## config.mk

```make
export PLATFORM = sky130hd
export DESIGN_NAME = mem_arbiter
export DESIGN_NICKNAME = d
export VERILOG_FILES = /design/src/rtl/mem_arbiter.sv
export SDC_FILE = /design/constraint.sdc
export NUM_CORES = 1
export LEC_CHECK = 0
export CAP_MARGIN = 10
export CORE_MARGIN = 3
export CORE_UTILIZATION = 47
export DETAILED_ROUTE_END_ITERATION = 16
export GPL_ROUTABILITY_DRIVEN = 0
export PLACE_DENSITY = 0.86
export SLEW_MARGIN = 20
export SYNTH_ARGS = -nofsm -noshare
export SYNTH_HDL_FRONTEND = slang
export SYNTH_SLANG_ARGS = --single-unit
```

## constraint.sdc

```tcl
create_clock -name clk -period 9.05 [get_ports clk]
set_clock_uncertainty 0.05 [all_clocks]
set_input_delay 0.905 -clock clk [delete_from_list [all_inputs] [get_ports clk]]
set_output_delay 0.905 -clock clk [all_outputs]
set_load 0.05 [all_outputs]
```

## src/rtl/mem_arbiter.sv

```systemverilog
// Arbitrates instruction-fetch and load/store requests onto one memory port.
// Load/store has priority, bounded by an anti-starvation counter for fetch.
module mem_arbiter #(
  parameter int XLEN       = 32,
  parameter int TIMEOUT    = 16,
  parameter int STARVE_MAX = 4
) (
  input  logic            clk,
  input  logic            rst_n,
  input  logic            if_req,
  input  logic [XLEN-1:0] if_addr,
  output logic            if_gnt,
  output logic            if_rvalid,
  output logic [XLEN-1:0] if_rdata,
  input  logic            ls_req,
  input  logic            ls_we,
  input  logic [2:0]      ls_size,
  input  logic [XLEN-1:0] ls_addr,
  input  logic [XLEN-1:0] ls_wdata,
  output logic            ls_gnt,
  output logic            ls_rvalid,
  output logic            ls_err,
  output logic [XLEN-1:0] ls_rdata,
  output logic            mem_req,
  output logic            mem_we,
  output logic [XLEN-1:0] mem_addr,
  output logic [3:0]      mem_wstrb,
  output logic [XLEN-1:0] mem_wdata,
  input  logic            mem_ready,
  input  logic [XLEN-1:0] mem_rdata,
  input  logic            hlt,
  output logic            halted,
  output logic            busy
);

  typedef enum logic [2:0] {IDLE, IF_WAIT, LS_WAIT, RESP, HALTED} state_e;

  localparam int SW = $clog2(STARVE_MAX + 1);

  function automatic logic misaligned(input logic [2:0] size, input logic [1:0] off);
    case (size[1:0])
      2'b00:   return 1'b0;
      2'b01:   return off[0];
      default: return off != 2'b00;
    endcase
  endfunction

  function automatic logic [3:0] lane_strb(input logic [2:0] size, input logic [1:0] off);
    case (size[1:0])
      2'b00:   return 4'b0001 << off;
      2'b01:   return 4'b0011 << off;
      default: return 4'b1111;
    endcase
  endfunction

  function automatic logic [XLEN-1:0] lane_wdata(input logic [2:0] size, input logic [XLEN-1:0] wd);
    case (size[1:0])
      2'b00:   return XLEN'({4{wd[7:0]}});
      2'b01:   return XLEN'({2{wd[15:0]}});
      default: return wd;
    endcase
  endfunction

  function automatic logic [XLEN-1:0] load_ext(input logic [2:0] size, input logic [1:0] off,
                                               input logic [XLEN-1:0] word);
    logic [XLEN-1:0] sh;
    sh = word >> {off, 3'b000};
    case (size)
      3'b000:  return {{(XLEN-8){sh[7]}}, sh[7:0]};
      3'b100:  return {{(XLEN-8){1'b0}}, sh[7:0]};
      3'b001:  return {{(XLEN-16){sh[15]}}, sh[15:0]};
      3'b101:  return {{(XLEN-16){1'b0}}, sh[15:0]};
      default: return word;
    endcase
  endfunction

  state_e          state_q, state_d;
  logic [SW-1:0]   starve_q, starve_d;
  logic [7:0]      tmo_q, tmo_d;
  logic            is_ls_q, is_ls_d;
  logic            err_q, err_d;
  logic            hlt_seen_q, hlt_seen_d;
  logic [XLEN-1:0] addr_q, addr_d;
  logic            we_q, we_d;
  logic [2:0]      size_q, size_d;
  logic [3:0]      wstrb_q, wstrb_d;
  logic [XLEN-1:0] wdata_q, wdata_d;
  logic [XLEN-1:0] rdata_q, rdata_d;
  logic            if_gnt_c, ls_gnt_c, if_rv_c, ls_rv_c, ls_err_c;
  logic            fetch_wins, in_wait;

  assign fetch_wins = if_req && (!ls_req || starve_q == SW'(STARVE_MAX));
  assign in_wait    = (state_q == IF_WAIT) || (state_q == LS_WAIT);

  always_comb begin
    state_d    = state_q;
    starve_d   = starve_q;
    tmo_d      = tmo_q;
    is_ls_d    = is_ls_q;
    err_d      = err_q;
    hlt_seen_d = hlt_seen_q;
    addr_d     = addr_q;
    we_d       = we_q;
    size_d     = size_q;
    wstrb_d    = wstrb_q;
    wdata_d    = wdata_q;
    rdata_d    = rdata_q;
    if_gnt_c   = 1'b0;
    ls_gnt_c   = 1'b0;
    if_rv_c    = 1'b0;
    ls_rv_c    = 1'b0;
    ls_err_c   = 1'b0;
    case (state_q)
      IDLE: begin
        if (hlt) begin
          state_d = HALTED;
        end else if (fetch_wins) begin
          if_gnt_c = 1'b1;
          starve_d = '0;
          tmo_d    = '0;
          is_ls_d  = 1'b0;
          err_d    = 1'b0;
          addr_d   = if_addr;
          we_d     = 1'b0;
          size_d   = 3'b010;
          wstrb_d  = 4'b0000;
          state_d  = IF_WAIT;
        end else if (ls_req) begin
          ls_gnt_c = 1'b1;
          if (if_req && starve_q != SW'(STARVE_MAX)) starve_d = starve_q + 1'b1;
          tmo_d    = '0;
          is_ls_d  = 1'b1;
          addr_d   = ls_addr;
          we_d     = ls_we;
          size_d   = ls_size;
          wstrb_d  = ls_we ? lane_strb(ls_size, ls_addr[1:0]) : 4'b0000;
          wdata_d  = lane_wdata(ls_size, ls_wdata);
          rdata_d  = '0;
          // Misaligned accesses never reach memory; they answer with an error next cycle.
          if (misaligned(ls_size, ls_addr[1:0])) begin
            err_d   = 1'b1;
            state_d = RESP;
          end else begin
            err_d   = 1'b0;
            state_d = LS_WAIT;
          end
        end
      end
      IF_WAIT, LS_WAIT: begin
        if (hlt) hlt_seen_d = 1'b1;
        if (mem_ready) begin
          rdata_d = !is_ls_q ? mem_rdata :
                    (we_q ? '0 : load_ext(size_q, addr_q[1:0], mem_rdata));
          state_d = RESP;
        end else if (tmo_q == 8'(TIMEOUT - 1)) begin
          rdata_d = '0;
          err_d   = is_ls_q;
          state_d = RESP;
        end else begin
          tmo_d = tmo_q + 8'd1;
        end
      end
      RESP: begin
        if_rv_c    = !is_ls_q;
        ls_rv_c    = is_ls_q;
        ls_err_c   = is_ls_q && err_q;
        state_d    = (hlt_seen_q || hlt) ? HALTED : IDLE;
        hlt_seen_d = 1'b0;
      end
      HALTED:  state_d = HALTED;
      default: state_d = IDLE;
    endcase
  end

  always_ff @(posedge clk or negedge rst_n) begin
    if (!rst_n) begin
      state_q    <= IDLE;
      starve_q   <= '0;
      tmo_q      <= '0;
      is_ls_q    <= 1'b0;
      err_q      <= 1'b0;
      hlt_seen_q <= 1'b0;
    end else begin
      state_q    <= state_d;
      starve_q   <= starve_d;
      tmo_q      <= tmo_d;
      is_ls_q    <= is_ls_d;
      err_q      <= err_d;
      hlt_seen_q <= hlt_seen_d;
    end
  end

  // Datapath registers are qualified by state at the outputs, so they need no reset.
  always_ff @(posedge clk) begin
    addr_q  <= addr_d;
    we_q    <= we_d;
    size_q  <= size_d;
    wstrb_q <= wstrb_d;
    wdata_q <= wdata_d;
    rdata_q <= rdata_d;
  end

  assign if_gnt    = if_gnt_c && rst_n;
  assign ls_gnt    = ls_gnt_c && rst_n;
  assign if_rvalid = if_rv_c;
  assign ls_rvalid = ls_rv_c;
  assign ls_err    = ls_err_c;
  assign if_rdata  = if_rv_c ? rdata_q : '0;
  assign ls_rdata  = ls_rv_c ? rdata_q : '0;
  assign mem_req   = in_wait;
  assign mem_we    = in_wait && we_q;
  assign mem_addr  = in_wait ? {addr_q[XLEN-1:2], 2'b00} : '0;
  assign mem_wstrb = in_wait ? wstrb_q : 4'b0000;
  assign mem_wdata = in_wait ? wdata_q : '0;
  assign halted    = (state_q == HALTED);
  assign busy      = in_wait || (state_q == RESP);

endmodule
```

=== Word-level counts from Yosys, hierarchy flattened ===
Index checks and enable logic that the tools add are counted.

* Flip-flop bits (word level): 121
* Input bits: 138

* Add/subtract/negate cells: 2
* Equal/unequal tests: 21
* Shift operators: 3
* Muxes and demuxes: 65
* Bitwise operators: 2
* Reduce and logical (&&, ||, !) cells: 29

{| class="wikitable"
|+ Operators by type and width
! operator !! count
|-
| 32-bit 2-to-1 mux || 13
|-
| 32-bit one-hot mux with 2 select lines || 2
|-
| 32-bit one-hot mux with 4 select lines || 1
|-
| 8-bit 2-to-1 mux || 5
|-
| 32-bit by 5-bit >> shifter with 16-bit output || 1
|-
| 3-bit 2-to-1 mux || 10
|-
| 1-bit 2-to-1 mux || 25
|-
| 8-bit one-hot mux with 2 select lines || 1
|-
| 5-bit AND reduction || 3
|-
| 2-bit inequality test (second input constant) || 7
|-
| 3-bit equality test (second input constant) || 4
|-
| 4-bit 2-to-1 mux || 3
|-
| 3-bit one-hot mux with 4 select lines || 1
|-
| 2-bit nonzero test || 5
|-
| 3-bit inequality test (second input constant) || 3
|-
| 8-bit by 1-bit adder with 8-bit output (second input constant) || 1
|-
| 8-bit by 4-bit equality test with 1-bit output (second input constant) || 1
|-
| 4-bit one-hot mux with 2 select lines || 1
|-
| 4-bit AND reduction || 2
|-
| 3-bit by 1-bit equality test with 1-bit output (second input constant) || 2
|-
| 3-bit by 2-bit equality test with 1-bit output (second input constant) || 2
|-
| 1-bit logical AND || 6
|-
| 3-bit logical NOT || 2
|-
| 1-bit one-hot mux with 2 select lines || 3
|-
| other kinds (12) || 18
|}

=== Depth between registers and ports, before layout ===
* Word-level depth: 11
* Gate-level depth with buffers: 7
* Gate-level depth less buffers: 6

=== Least setup slack after synthesis ===
Ideal clock, no wire load.

* Kind: input port to flip-flop
* Start: input port ls_req
* End: register rdata_q[0] (enable)
* Library setup time: 0.461 ns
* Arrival time: 3.803 ns
* Required time: 8.539 ns
* Slack: 4.736 ns
* Cell stages on the path: 5
* Buffers on the path: 1
* Cells stage by stage: a21bo_2 > nand2_1 > buf_2 > a311oi_1 > nor3_1

* Word-level cells in the longest chain between the ends: 5
* Elaborated cells between the ends (all ways): 6
* Those cells by class: eq/ne (2); reduce/logical (4)

{| class="wikitable"
|+ Ends and longest elaborated chain
! element !! RTL line !! text
|-
| start, declared || 15 || <nowiki>input logic ls_req,</nowiki>
|-
| 1-bit logical NOT || 92 || <nowiki>assign fetch_wins = if_req && (!ls_req || starve_q == SW'(STARVE_MAX));</nowiki>
|-
| 1-bit logical OR || 92 ||
|-
| 1-bit logical AND || 92 ||
|-
| 2-bit inequality test (no source line) || - ||
|-
| 5-bit AND reduction (no source line) * || - ||
|-
| end signal, assigned || 200 || <nowiki>rdata_q <= rdata_d;</nowiki>
|-
| end, declared || 88 || <nowiki>logic [XLEN-1:0] rdata_q, rdata_d;</nowiki>
|}

Mark *: on every way between the ends. The rest lies on a longest branch, timed or not.
A chain may end at the register's enable or synchronous reset.

=== Worst setup path in the final report ===
* Start: input port ls_req
* End: output port ls_gnt

* Word-level cells in the longest chain between the ends: 7
* Elaborated cells between the ends (all ways): 8
* Those cells by class: mux (4); reduce/logical (4)

{| class="wikitable"
|+ Ends and longest elaborated chain
! element !! RTL line !! text
|-
| 1-bit logical NOT || 92 ||
|-
| 1-bit logical OR || 92 ||
|-
| 1-bit logical AND || 92 ||
|-
| 1-bit 2-to-1 mux * || 117 || <nowiki>end else if (fetch_wins) begin</nowiki>
|-
| 1-bit 2-to-1 mux * || 115 || <nowiki>if (hlt) begin</nowiki>
|-
| 1-bit 2-to-1 mux * || 113 || <nowiki>case (state_q)</nowiki>
|-
| 1-bit logical AND * || 204 || <nowiki>assign ls_gnt = ls_gnt_c && rst_n;</nowiki>
|-
| end, declared || 20 || <nowiki>output logic ls_gnt,</nowiki>
|}

Marks and branches as above.

==> results.py <==
metrics = {
    "run_status": {
        "outcome": "completed",
    },
    "final_layout": {
        "mostFrequentLayoutCells": "clkdlybuf4s50_1, edfxtp_1, and3_1, nand2_1, mux2_2",
        "diodes": 0,
        "syn_to_final_growth_pct": 50.0,
        "final_util_pct": 72.8,
        "nets": 1020,
        "final_layout_size_suffix_gt1_share_pct": 11.0,
        "final_common_cell": "clkdlybuf4s50_1",
    },
    "setup_path": {
        "critPathKind": "in -> out",
        "worstRegToRegCells": 5,
        "start_kind": "input pin",
        "cp_num_buf_inv": 4,
        "cp_slowest_cell": "clkdlybuf4s50_1",
        "cpLargestDelayFamily": "buffers and inverters",
        "cp.depth": 8,
        "arrival_ns": 3.90,
        "slowest_delay_ns": 0.80,
        "crit_path_cell_trace": "clkdlybuf4s50_1, a21bo_2, nand2_1, buf_4, and3_1, buf_4, and2_1, clkdlybuf4s50_1",
        "crit_required_ns": 8.10,
        "end_kind": "output pin",
        "path_max_fanout": 40,
    },
    "synthesis": {
        "synth_top_area_cell": "edfxtp_1",
        "yosys_warnings": 0,
        "yosysTopAreaCellShare_pct": 45.8,
        "synth_area_sq_um": 6820,
        "synth_ff_type": "edfxtp_1",
        "syn_area_per_cell_sq_um": 11.0,
        "synth_edf_count": 104,
        "ys_async_sr_fraction_pct": 14.0,
        "syn_inst": 621,
        "synth-seq-cells": 121,
        "synth_area_leaders": "edfxtp_1, and3_1, mux2_2",
        "ys_types": 59,
        "yosysSeqAreaShare_pct": 52.0,
    },
    "place": {
        "dp_slack_ns": 4.17,
        "hpwl_um": 14900,
        "io_buffers": 276,
    },
    "sta": {
        "clock.fmax_ghz": 0.206,
        "tightest_slew_ns": 0.975,
        "tns_ns": 0,
        "hold_violations": 0,
        "final-max-slew-violation-count": 0,
        "period_share_pct": 53.7,
        "finalSetupViolCount": 0,
        "grt_setup_unrepaired": "no",
        "finalWorstSetupSlack_ns": 4.19,
        "relSlewSlack_pct": 34.9,
        "fin_crit_ns": 4.86,
    },
    "routing": {
        "initialDrtViolationCount": 533,
        "route.detailed.drc": 0,
        "dr.pass1.iters": 7,
        "wl_per_cell_um": 19.2,
        "finalWirelength_um": 20500,
        "vias": 6060,
        "vias_per_cell": 5.65,
        "antenna_left": 0,
    },
    "global_routing": {
        "track_usage_pct": 24.8,
        "grt_overflow_total": 0,
        "grt_pass1_vias": 6168,
        "grt_max_degree": 74,
        "grt_first_pass_wirelength_um": 31600,
        "antenna_found_initial": 0,
    },
    "floorplanning": {
        "start_util_pct": 48.6,
        "die_y_um": 126,
        "die_w_um": 126,
        "rows": 43,
        "die_area_sq_um": 16000,
        "core_area_sq_um": 14000,
        "ios": 279,
    },
    "clocking": {
        "clockBufferDepth": 2,
        "cts_root_buffer": "clkbuf_16",
        "ctsHoldBuffers": 0,
        "postCtsSetupBuffers": 0,
        "path_clk_slew_ns": 0.05,
        "clock-sinks": 121,
        "htree_levels": 4,
        "tritoncts": "done",
        "worstSkewPairLatency_ns": 0.41,
        "cts_buffers": 17,
        "post_cts_resize_count": 0,
    },
    "power_and_ir_drop": {
        "power_density_nw_per_um2": 322,
        "peakVddDrop_mv": 0.220,
        "cellLeakagePower_nw": 4.03,
        "finalPower_mw": 3.29,
    },
    "flow_run": {
        "drv_cap": 0,
    },
    "hold_path": {
        "hold_depth": 1,
        "min_path_type": "reg -> reg",
    },
}
-- cells in the mapped netlist, drive strengths merged, types with 3 or more instances --
master and count:
inv 16, o211ai 3, and3 102, mux2 49, nor3 7, nand3 6, a22oi 7, buf 14
o2bb2ai 7, and2 36, a21o 4, o22ai 6, mux2i 17, edfxtp 104, ha 3, nand2b 18
dfrtp 17, o21ai 30, nand2 51, a211oi 6, nor2 23, a21oi 18, clkbuf 35, a32oi 6
-- cell type report --
type | instances | area, sq um
well taps | 180 | 225
inverters | 17 | 63.8
fillers | 873 | 3810
clock buffers | 27 | 493
repair buffers | 287 | 2850
clock inverters | 5 | 48.8
flip-flops and latches | 121 | 3550
multi-input cells | 435 | 3000
-- cells by family (layout without fill, tap and decap cells) --
logic type | count (synthesis) | after routing | synth area share, %
AOI/OAI and AO/OA | 104 | 104 | 10.7
xor gates and xnor gates | 2 | 2 | 0.532
adders and majority gates | 3 | 3 | 0.550
buffers and inverters | 66 | 336 | 4.13
DFF | 121 | 121 | 52.0
muxes | 67 | 67 | 10.9
other | 1 | 2 | 0.0550
and+or+nand+nor | 257 | 257 | 21.1
-- routing by layer --
layer	global-route usage (%)	part of all wire (%)	vias to the layer above
met5	0	0	-
met4	11.5	3.3	0
met3	6.95	9.1	44
met2	43.0	50	358
met1	28.5	38	2849
li1	-	-	2809
-- power by group --
group | internal (mW) | total [mW] | switching, mW
sequential | 0.796 | 0.902 | 0.106
combinational | 0.577 | 1.76 | 1.19
clock | 0.397 | 0.622 | 0.225
total | 1.77 | 3.29 | 1.52
-- worst reg2reg max path, stage by stage (launching register included) --
cell and delay, ns:
dfrtp_1 0.79, buf_4 0.32, nand2b_1 0.29, nor3b_1 0.80
a22oi_1 0.16, a21oi_1 0.23
-- registers in the layout, summed over array words and instances (netlist names) --
name and cells:
we_q 1, is_ls_q 1, starve_q 3, size_q 3
state_q 3, err_q 1, wstrb_q 4, hlt_seen_q 1
wdata_q 32, rdata_q 32, addr_q 32, tmo_q 8
-- through the flow --
stage                     cell area [sq um]  instances  hold slack, ns
after CTS                             10200       1072           0.455
final                                 10200       1072           0.462
after global routing                  10200       1072           0.482
after detailed placement               9690       1040           0.445
after global placement                 9690       1040           0.422
after floorplan                        6820        622           0.401
-- worst paths after layout --
check                             from           to  slack (ns)
min                        starve_q[2]  starve_q[2]        0.46
max reg2reg                    is_ls_q  rdata_q[13]        6.25
min reg2reg                starve_q[2]  starve_q[2]        0.46
min in group asynchronous        rst_n  starve_q[2]        0.94
max in group asynchronous        rst_n     tmo_q[1]        7.48
max                             ls_req       ls_gnt        4.19
Power figures use the tool's default switching activity.
